File: src/rtl/fft_frame_sequencer_pkg.sv
// Shared types for the FFT frame sequencer: FSM states, memory-owner
// encoding and the default watchdog limit.
package fft_ctrl_pckg;

  typedef enum logic [2:0] {
    SEQ_IDLE,
    SEQ_RX,
    SEQ_CORE_START,
    SEQ_CORE,
    SEQ_TX_START,
    SEQ_TX_WAIT,
    SEQ_TX,
    SEQ_ERROR
  } seq_state_t;

  typedef enum logic [1:0] {
    OWN_NONE,
    OWN_RX,
    OWN_CORE,
    OWN_TX
  } mem_owner_t;

  localparam int unsigned SEQ_TIMEOUT_DFLT = 2**20;

  // Memory owner implied by a state; used on the next state so the owner
  // register switches on the same edge as the state register.
  function automatic mem_owner_t owner_of(input seq_state_t s);
    mem_owner_t o;
    o = OWN_NONE;
    case (s)
      SEQ_RX:                              o = OWN_RX;
      SEQ_CORE_START, SEQ_CORE:            o = OWN_CORE;
      SEQ_TX_START, SEQ_TX_WAIT, SEQ_TX:   o = OWN_TX;
      default:                             o = OWN_NONE;
    endcase
    return o;
  endfunction

endpackage

File: src/rtl/fft_frame_sequencer_watchdog.sv
// Per-phase watchdog: counts enabled cycles since the last clear and flags
// the last allowed cycle. TIMEOUT_CYCLES = 0 removes the counter entirely.
module fft_seq_watchdog #(
  parameter int unsigned TIMEOUT_CYCLES = 64
) (
  input  logic clk,
  input  logic rst,
  input  logic clear,
  input  logic enable,
  output logic expired
);

  generate
    if (TIMEOUT_CYCLES == 0) begin : g_off
      logic unused_inputs;
      assign unused_inputs = ^{clk, rst, clear, enable};
      assign expired       = 1'b0;
    end else begin : g_on
      localparam int unsigned CW = (TIMEOUT_CYCLES > 1) ? $clog2(TIMEOUT_CYCLES) : 1;
      localparam logic [CW-1:0] LAST = CW'(TIMEOUT_CYCLES - 1);

      logic [CW-1:0] cnt_q, cnt_d;

      always_comb begin
        cnt_d = cnt_q;
        if (clear) begin
          cnt_d = '0;
        end else if (enable) begin
          cnt_d = cnt_q + 1'b1;
        end
      end

      always_ff @(posedge clk) begin
        if (rst) begin
          cnt_q <= '0;
        end else begin
          cnt_q <= cnt_d;
        end
      end

      assign expired = enable && (cnt_q == LAST);
    end
  endgenerate

endmodule

File: src/rtl/fft_frame_sequencer.sv
// Frame scheduler for the FFT accelerator: RX -> COMPUTE -> TX with
// exclusive memory ownership per phase, start pulses and a phase watchdog.
module fft_frame_sequencer
  import fft_ctrl_pckg::*;
#(
  parameter int unsigned TIMEOUT_CYCLES = SEQ_TIMEOUT_DFLT,
  parameter int unsigned FRAME_CNT_WDT  = 16
) (
  input  logic                     clk,
  input  logic                     rst,
  input  logic                     cfg_en,
  input  logic                     cfg_inverse,
  input  logic                     err_clr,
  output logic                     rx_ready,
  input  logic                     rx_done,
  output logic                     fft_start,
  output logic                     fft_inverse,
  input  logic                     fft_done,
  output logic                     tx_ready,
  input  logic                     tx_busy,
  output logic [1:0]               mem_owner,
  output logic                     seq_busy,
  output logic                     seq_err,
  output logic [1:0]               err_phase,
  output logic [FRAME_CNT_WDT-1:0] frame_cnt
);

  seq_state_t               state_q, state_d;
  mem_owner_t               mem_owner_q, mem_owner_d;
  mem_owner_t               err_phase_q, err_phase_d;
  logic                     fft_inverse_q, fft_inverse_d;
  logic [FRAME_CNT_WDT-1:0] frame_cnt_q, frame_cnt_d;
  logic                     wdt_clear, wdt_en, wdt_expired;

  // Waiting in RX with cfg_en low is idle input, not a stalled agent.
  assign wdt_en = ((state_q == SEQ_RX) && cfg_en) ||
                  (state_q == SEQ_CORE) ||
                  (state_q == SEQ_TX_WAIT) ||
                  (state_q == SEQ_TX);
  assign wdt_clear = (state_d != state_q);

  fft_seq_watchdog #(
    .TIMEOUT_CYCLES(TIMEOUT_CYCLES)
  ) u_wdt (
    .clk    (clk),
    .rst    (rst),
    .clear  (wdt_clear),
    .enable (wdt_en),
    .expired(wdt_expired)
  );

  always_comb begin
    state_d       = state_q;
    fft_inverse_d = fft_inverse_q;
    frame_cnt_d   = frame_cnt_q;
    err_phase_d   = err_phase_q;
    // Completion is checked before expiry so a same-cycle done wins.
    case (state_q)
      SEQ_IDLE: begin
        if (cfg_en) begin
          state_d       = SEQ_RX;
          fft_inverse_d = cfg_inverse;
        end
      end
      SEQ_RX: begin
        if (rx_done)          state_d = SEQ_CORE_START;
        else if (wdt_expired) state_d = SEQ_ERROR;
      end
      SEQ_CORE_START: state_d = SEQ_CORE;
      SEQ_CORE: begin
        if (fft_done)         state_d = SEQ_TX_START;
        else if (wdt_expired) state_d = SEQ_ERROR;
      end
      SEQ_TX_START: state_d = SEQ_TX_WAIT;
      SEQ_TX_WAIT: begin
        if (tx_busy)          state_d = SEQ_TX;
        else if (wdt_expired) state_d = SEQ_ERROR;
      end
      SEQ_TX: begin
        if (!tx_busy) begin
          frame_cnt_d = frame_cnt_q + 1'b1;
          if (cfg_en) begin
            state_d       = SEQ_RX;
            fft_inverse_d = cfg_inverse;
          end else begin
            state_d = SEQ_IDLE;
          end
        end else if (wdt_expired) begin
          state_d = SEQ_ERROR;
        end
      end
      SEQ_ERROR: begin
        if (err_clr) begin
          state_d     = SEQ_IDLE;
          err_phase_d = OWN_NONE;
        end
      end
      default: state_d = SEQ_IDLE;
    endcase
    if ((state_d == SEQ_ERROR) && (state_q != SEQ_ERROR)) begin
      err_phase_d = mem_owner_q;
    end
    mem_owner_d = owner_of(state_d);
  end

  always_ff @(posedge clk) begin
    if (rst) begin
      state_q       <= SEQ_IDLE;
      mem_owner_q   <= OWN_NONE;
      err_phase_q   <= OWN_NONE;
      fft_inverse_q <= 1'b0;
      frame_cnt_q   <= '0;
    end else begin
      state_q       <= state_d;
      mem_owner_q   <= mem_owner_d;
      err_phase_q   <= err_phase_d;
      fft_inverse_q <= fft_inverse_d;
      frame_cnt_q   <= frame_cnt_d;
    end
  end

  assign rx_ready    = (state_q == SEQ_RX);
  assign fft_start   = (state_q == SEQ_CORE_START);
  assign tx_ready    = (state_q == SEQ_TX_START);
  assign seq_busy    = (state_q != SEQ_IDLE);
  assign seq_err     = (state_q == SEQ_ERROR);
  assign mem_owner   = mem_owner_q;
  assign err_phase   = err_phase_q;
  assign fft_inverse = fft_inverse_q;
  assign frame_cnt   = frame_cnt_q;

endmodule

File: config.mk
export PLATFORM = sky130hd
export DESIGN_NAME = fft_frame_sequencer
export DESIGN_NICKNAME = d
export VERILOG_FILES = /design/src/rtl/fft_frame_sequencer_pkg.sv /design/src/rtl/fft_frame_sequencer_watchdog.sv /design/src/rtl/fft_frame_sequencer.sv
export SDC_FILE = /design/constraint.sdc
export NUM_CORES = 1
export LEC_CHECK = 0
export ABC_AREA = 0
export CAP_MARGIN = 20
export CORE_UTILIZATION = 30
export CTS_BUF_LIST = sky130_fd_sc_hd__clkbuf_4 sky130_fd_sc_hd__clkbuf_8
export CTS_CLUSTER_DIAMETER = 30
export CTS_CLUSTER_SIZE = 14
export DETAILED_ROUTE_END_ITERATION = 7
export PLACE_DENSITY = 0.46
export SLEW_MARGIN = 0
export SYNTH_ARGS = -nofsm -noshare
export SYNTH_HDL_FRONTEND = slang
export SYNTH_SLANG_ARGS = --single-unit
File: constraint.sdc
create_clock -name clk -period 4.3 [get_ports clk]
set_input_delay 0.86 -clock clk [delete_from_list [all_inputs] [get_ports clk]]
set_output_delay 0.86 -clock clk [all_outputs]
set_load 0.01 [all_outputs]
# After elaboration in Yosys (flattened, before gate mapping)
# Cells that the tools add are included.
# classes
addsub,2
n_eq_ne,18
muxes,16
n_bitwise,1
reduce_logical,17
# op_table
op,n
"== test 3 bit, second input constant",8
one-hot mux 3 bit (8 select lines),1
2-to-1 mux 3 bit,7
"adder 20 x 1 -> 20 bit, second input constant",1
"== test 20 bit, second input constant",1
"adder 16 x 1 -> 16 bit, second input constant",1
"== test 3 x 2 -> 1 bit, second input constant",4
"== test 3 x 1 -> 1 bit, second input constant",2
2-to-1 mux 2 bit,3
one-hot mux 2 bit (3 select lines),1
AND reduction 2 bit,3
nonzero test 2 bit,3
OR reduction 2 bit,2
logical AND 1 bit,3
logical NOT 3 bit,1
logical OR 1 bit,3
2-to-1 mux 1 bit,3
inequality test 3 bit,1
"inequality test 3 bit, second input constant",1
nonzero test 3 bit,1
OR reduction 3 bit,1
"inequality test 2 bit, second input constant",1
one-hot mux 1 bit (2 select lines),1
inverter 1 bit,1
# word_totals
regBits,44
in_bits,8
output_inout_bits,26

# Logic depth before layout (Yosys ltp)
# Gate-level depths: netlist of run 1.
# depth
ltp_word,13
mapped_depth,8

# By module
# A second synthesis of run 1 with hierarchy kept.
# unflattened
cells_unflattened,256
area_unflattened_um2,2172.1
# modules_own_cells
module,n_inst,cells_per_inst,area_each_um2,seq_area_each_um2
fft_frame_sequencer,1,149,1247.4,480.5
fft_seq_watchdog,1,107,924.6,400.4

# Worst setup path after synthesis of run 1
# OpenSTA, ideal clock, no wires.
# synth_path
path_type,input-to-reg
from,input port tx_busy
to,register frame_cnt_q[13] (netlist: frame_cnt[13])
setup_time_ns,0.128
t_arrival_ns,1.982
required_time_ns,4.172
path_slack_ns,2.191
cell_stages,7
path_buffers,1
path_cell_list,and4bb_1 -> buf_2 -> nand4_2 -> nor3_2 -> nand3_1 -> xor2_1 -> nor2_1
# synth_via
elab_chain_len,2
# synth_lines
item,line,rtl
"start, declared",fft_frame_sequencer.sv:20,"input logic tx_busy,"
inverter 1 bit (no line),-,
AND reduction 2 bit (no line),-,
"end signal, assigned",fft_frame_sequencer.sv:118,frame_cnt_q <= frame_cnt_d;
"end, declared",fft_frame_sequencer.sv:32,"logic [FRAME_CNT_WDT-1:0] frame_cnt_q, frame_cnt_d;"
# No other way between the ends.
# A chain may end at the register's enable or synchronous reset.

# Worst setup path in the final report of run 1
# layout_path
from,register state_q[1]
to,output port fft_start
# layout_via
elab_chain_len,1
# layout_lines
item,line,rtl
"start, declared",fft_frame_sequencer.sv:28,"seq_state_t state_q, state_d;"
"start signal, assigned",fft_frame_sequencer.sv:114,state_q <= state_d;
== test 3 x 2 -> 1 bit,fft_frame_sequencer.sv:123,assign fft_start = (state_q == SEQ_CORE_START);
"end, declared",fft_frame_sequencer.sv:16,"output logic fft_start,"
# No other way between the ends.

==> metrics.yaml, run 1 <==
comb_power_share: 0.119
seqPwrFrac: 0.488
grt_max_degree: 26
internal_power_mw: 0.663
crit_arrival_ps: 2120
place_congestion: 0.775
start_kind: "register"
slowest_delay_ps: 710
die_x_um: 89.0
setup_viol: 0
cts.clk_slew.worst_paths_ps: 80
drive_above_1_share: 0.134
p_switching_mw: 0.212
postCtsHoldBufs: 0
cp_data_required_time_ps: 3440
pre_cts_ws_ps: 1040
area_delta_synth_final_pct: 21.9
finalCritPeriodShare: 0.694
setup_ws_ps: 1320
rsz0062_at_grt: "false"
finalNonFillerCells: 382
cts-root-buf: "clkbuf_8"
cts_made_buffers: 5
synth.distinct_cells: 52
cp_max_fo: 16
fp-row-count: 31
overflow: 0
cts_tree: "done"
max_freq_ghz: 0.335
avgRoutedWirePerCell_um: 12.5
p_per_area_nw_per_um2: 316
start_util: 0.311
yosysWarnings: 0
post_cts_resized: 0
crit_type: "register to primary output"
port_buffers: 33
switching_share: 0.242
hold_viol_final: 0
leakage_nw: 0.956
slowest_stage: "dfxtp_1"
fin_setup_tns_ps: 0
htreeDepth: 2
dr_total_vias: 1817
maxCapViolations: 0
clockBufferDepth: 2
period_minus_slack_ps: 2980
dp_hpwl_um: 3400
hold_class: "register to register"
antenna_cells: 0
nets: 292
ir_drop_mv: 0.202
finalClockSkew_ps: 8.59
avgSynthCellArea_um2: 9.01
grt_first_pass_wirelength_um: 7960
p_clk_frac: 0.393
vias_per_cell: 4.76
cts_sinks: 44
synthesis.nets: 262
yosysSeqAreaShare: 0.388
outcome: "complete, no violations"
finalMaxSlewViolations: 0
worstMarginPinSlew_ps: 809
ant_nets: 0
core_area_um2: 7290
cts_setup_buffers: 0
ys_ff_latch: 44
slew_headroom: 0.461
drt_iter0_drc: 28
first_pass_iters: 4
clock_latency_ps: 300
cp-end-kind: "primary output"
die_h_um: 89.0
dieArea_um2: 7920
dp.cells: 374
path_cells: "inv_1, nor3_1, clkdlybuf4s50_1"
wl_um: 4760
grt_pass1_vias: 1705
grt_util_all_layers: 0.130
pin_count: 34
syn-instance-count: 252
antenna_found_initial: 0
synth_area_um2: 2270
drc: 0
## cell usage in the layout, fill, tap and decap left out, drive strengths merged, types with 8 or more instances in the layout
cell type	n
nand4	11
a21oi	9
xor2	21
clkdlybuf4s50	33
nand2	16
o21ai	12
nand3	14
dfxtp	44
nor3	8
nor2	47
xnor2	10
## final timing paths
path / startpoint / end / slack, ps / depth (start not counted)
hold / removal: mem_owner[0] / err_phase[0] / 470 / 2
setup reg to reg: state_q[2] / u_wdt.g_on.cnt_q[0] / 1640 / 7
hold reg to reg: mem_owner[0] / err_phase[0] / 470 / 2
setup / recovery: state_q[1] / fft_start / 1320 / 3
## final cells by class
type / instances / area, um^2
Multi-Input combinational cell: 190 / 1270
Inverter: 6 / 22.5
Sequential cell: 44 / 881
Tap cell: 99 / 124
Timing Repair Buffer: 35 / 345
Fill cell: 792 / 4520
Clock buffer: 7 / 96.3
Clock inverter: 1 / 30.0
## layer usage
| metal | up-vias | wire length (um) | track usage |
|---|---|---|---|
| met3 | 6 | 144 | 0.0342 |
| met4 | 0 | 73 | 0.0476 |
| li1 | 940 | - | - |
| met1 | 846 | 2430 | 0.176 |
| met5 | - | 0 | 0 |
| met2 | 25 | 2110 | 0.201 |
## worst max-delay path: cells and delay by family (launching register included)
family / cells / cell delay, ps
AND/OR/NAND/NOR: 1 / 320
buffers and inverters: 2 / 810
flip-flops: 1 / 710
## state kept, by name (all words and copies together) (netlist names)
signal            cells
err_phase             2
fft_inverse           1
frame_cnt            16
mem_owner             2
state_q               3
u_wdt.g_on.cnt_q     20
## cell usage after synthesis (all sizes together)
| cell | instances | area, um^2 |
|---|---|---|
| a211oi | 1 | 7.51 |
| a21oi | 9 | 45.0 |
| a221o | 1 | 10.0 |
| a221oi | 1 | 8.76 |
| a22oi | 1 | 12.5 |
| a2bb2oi | 1 | 8.76 |
| a31oi | 4 | 40.0 |
| a41oi | 1 | 8.76 |
| and2 | 1 | 6.26 |
| and3 | 7 | 51.3 |
| and4 | 3 | 26.3 |
| and4b | 1 | 10.0 |
| and4bb | 1 | 12.5 |
| buf | 10 | 91.3 |
| clkbuf | 2 | 7.51 |
| dfxtp | 44 | 881 |
| ha | 2 | 25.0 |
| inv | 6 | 22.5 |
| mux2i | 3 | 30.0 |
| nand2 | 16 | 60.1 |
| nand2b | 1 | 6.26 |
| nand3 | 14 | 70.1 |
| nand3b | 1 | 7.51 |
| nand4 | 11 | 105 |
| nor2 | 47 | 204 |
| nor2b | 1 | 6.26 |
| nor3 | 8 | 72.6 |
| nor4 | 2 | 18.8 |
| o211ai | 2 | 15.0 |
| o21a | 1 | 15.0 |
| o21ai | 12 | 63.8 |
| o21bai | 1 | 7.51 |
| o221ai | 1 | 15.0 |
| o22a | 1 | 8.76 |
| or3 | 3 | 18.8 |
| xnor2 | 10 | 87.6 |
| xor2 | 21 | 184 |
## stage by stage
step                total power [mW]  cell area (um^2)  hold WS (ps)   util
floorplan                      0.509              2270           477      -
global placement               0.543              2640           457  0.362
detailed placement             0.541              2640           456  0.362
CTS                            0.892              2770           471  0.380
global route                   0.911              2770           496  0.380
finish                         0.875              2770           467  0.380
## power by group through the flow
stage / sequential, mW / clock (mW) / combinational (mW)
detailed placement: 0.436 / 0 / 0.104
finish: 0.427 / 0.344 / 0.104
CTS: 0.427 / 0.360 / 0.105
global placement: 0.437 / 0 / 0.106
floorplan: 0.430 / 0 / 0.0789
global route: 0.429 / 0.370 / 0.113
## cell families after synthesis
group,Yosys count,synth area share
simple gates,117,0.298
flops,44,0.388
compound gates,37,0.117
xor+xnor,31,0.120
buf+inv,18,0.0534
mux,3,0.0132
fa+ha+maj,2,0.0110
(Power assumes the default switching activity.)
==> run 2: changes to the inputs <==
Clock period 4.3 ns to 2.9 ns, I/O delays scaled along.
==> metrics.yaml, run 2 (synthesis gave the netlist of run 1 again) <==
outcome: "complete, no violations"  # unchanged
fin_area_um2: 2780  # was 2770 um^2
clock_latency_ps: 290  # was 300 ps
crit_type: "register to primary output"  # unchanged
maxCapViolations: 0  # unchanged
layout_commonest_cell: "dfxtp_1"  # unchanged
fp-row-count: 31  # unchanged
die_h_um: 89.0  # unchanged
finalClockSkew_ps: 7.66  # was 8.59 ps
hold_class: "register to register"  # unchanged
avgRoutedWirePerCell_um: 12.8  # was 12.5 um
r2r-end: "u_wdt.g_on.cnt_q[0]"  # unchanged
start_util: 0.311  # unchanged
cts_sinks: 44  # unchanged
whs_endpoint: "err_phase[1]"  # was err_phase[0]
hp-start: "mem_owner[1]"  # was mem_owner[0]
drt_iter0_drc: 49  # was 28
overflow: 0  # unchanged
placed_cell_area_um2: 2680  # was 2640 um^2
core_area_um2: 7290  # unchanged
cp_max_fo: 16  # unchanged
finalCritPeriodShare: 0.917
antenna_found_initial: 0  # unchanged
htreeDepth: 2  # unchanged
largest_reg_flops: 20  # unchanged
post_cts_resized: 0  # unchanged
ir_drop_mv: 0.241  # was 0.202 mV
leakage_nw: 0.960  # was 0.956 nW
pre_cts_ws_ps: 123  # was 1040 ps
r2r_setup_slack_ps: 500  # was 1640 ps
die_x_um: 89.0  # unchanged
period_minus_slack_ps: 2660
nets: 297  # was 292
p_per_area_nw_per_um2: 430  # was 316 nW/um^2
rsz0062_at_grt: "false"  # unchanged
setup_viol: 0  # unchanged
hold_viol_final: 0  # unchanged
clockBufferDepth: 2  # unchanged
setup_ws_ps: 241  # was 1320 ps
fin_setup_tns_ps: 0  # unchanged
grt_first_pass_wirelength_um: 8230  # was 7960 um
cts_made_buffers: 5  # unchanged
regMostFlops: "u_wdt.g_on.cnt_q"  # unchanged
worstMarginPinSlew_ps: 822  # was 809 ps
grt_pass1_vias: 1676  # was 1705
cts-root-buf: "clkbuf_8"  # unchanged
layout_common_cells: "dfxtp_1 (44), nor2_1 (36), clkdlybuf4s50_1 (33), xor2_1 (21), nand2_1 (16)"  # unchanged
dr_total_vias: 1810  # was 1817
place_congestion: 0.810  # was 0.775
area_delta_synth_final_pct: 22.3  # was 21.9%
cts.clk_slew.worst_paths_ps: 80  # about the same
cts_setup_buffers: 0  # unchanged
ant_nets: 0  # unchanged
drc: 0  # unchanged
dp_hpwl_um: 3510  # was 3400 um
hold_depth: 2  # unchanged
max_freq_ghz: 0.376
crit_arrival_ps: 2080  # was 2120 ps
cp_data_required_time_ps: 2320  # was 3440 ps
cp-end-kind: "primary output"  # unchanged
wl_um: 4940  # was 4760 um
pin_count: 34  # unchanged
grt_util_all_layers: 0.136  # was 0.130
port_buffers: 33  # unchanged
vias_per_cell: 4.68  # was 4.76
start_kind: "register"  # unchanged
final_util: 0.381  # was 0.380
dieArea_um2: 7920  # unchanged
slew_headroom: 0.452  # was 0.461
postCtsHoldBufs: 0  # unchanged
finalMaxSlewViolations: 0  # unchanged
reg2reg_depth: 6  # was 7
fillers: 772  # was 792
drive_above_1_share: 0.149  # was 0.134
antenna_cells: 0  # unchanged
first_pass_iters: 4  # unchanged
cts_tree: "done"  # unchanged
worstReg2RegStart: "state_q[1]"  # was state_q[2]
grt_max_degree: 25  # was 26
[run 2: cell types whose count changed in the layout (fill, tap and decap cells not counted), sizes merged]
| cell | before | now |
|---|---|---|
| buf | 2 | 7 |
| bufinv | 1 | 0 |
| clkbuf | 7 | 6 |
| clkinvlp | 0 | 2 |
[run 2: per-stage QoR]
stage          hold WS (ps)  total power, mW  std cells
5_1_grt                 502             1.26        387
3_5_place_dp            453            0.806        379
4_1_cts                 482             1.22        387
6_report                472             1.19        387
2_1_floorplan           477            0.755        252
3_3_place_gp            457            0.810        379
[run 2: worst max path at each step]
stage / start / end / slack [ps]
finish: state_q[1] / fft_start / 240
global route: state_q[1] / fft_start / 110
CTS: state_q[1] / fft_start / 230
detailed placement: cfg_en / u_wdt.g_on.cnt_q[0] / 120
global placement: cfg_en / u_wdt.g_on.cnt_q[0] / 160
floorplan: tx_busy / frame_cnt[13] / 1070
[run 2: per-layer routing]
metal | GRT usage | share of wire
met2 | 0.206 | 0.43
met1 | 0.192 | 0.51
met5 | 0 | 0
met3 | 0.0351 | 0.049
met4 | 0.0346 | 0.0073
[run 2: power by group]
| group | switching (mW) | internal (mW) | leakage [nW] |
|---|---|---|---|
| registers | 0.0185 | 0.614 | 0.355 |
| clock network | 0.209 | 0.193 | 0.0434 |
| logic | 0.0907 | 0.0682 | 0.561 |
[run 2: worst max-delay path, stage by stage (launching register included)]
cell and delay, ps:
dfxtp_1 690, inv_1 200, nor3_1 300, clkdlybuf4s50_1 590
[run 2: area by class of cell]
| type | count | area, um^2 | share of cell area |
|---|---|---|---|
| Multi-Input combinational cell | 190 | 1270 | 0.457 |
| Sequential cell | 44 | 881 | 0.317 |
| Timing Repair Buffer | 40 | 383 | 0.138 |
| Tap cell | 99 | 124 | 0.0446 |
| Clock buffer | 6 | 82.6 | 0.0297 |
| Inverter | 6 | 22.5 | 0.00811 |
| Clock inverter | 2 | 15.0 | 0.00541 |
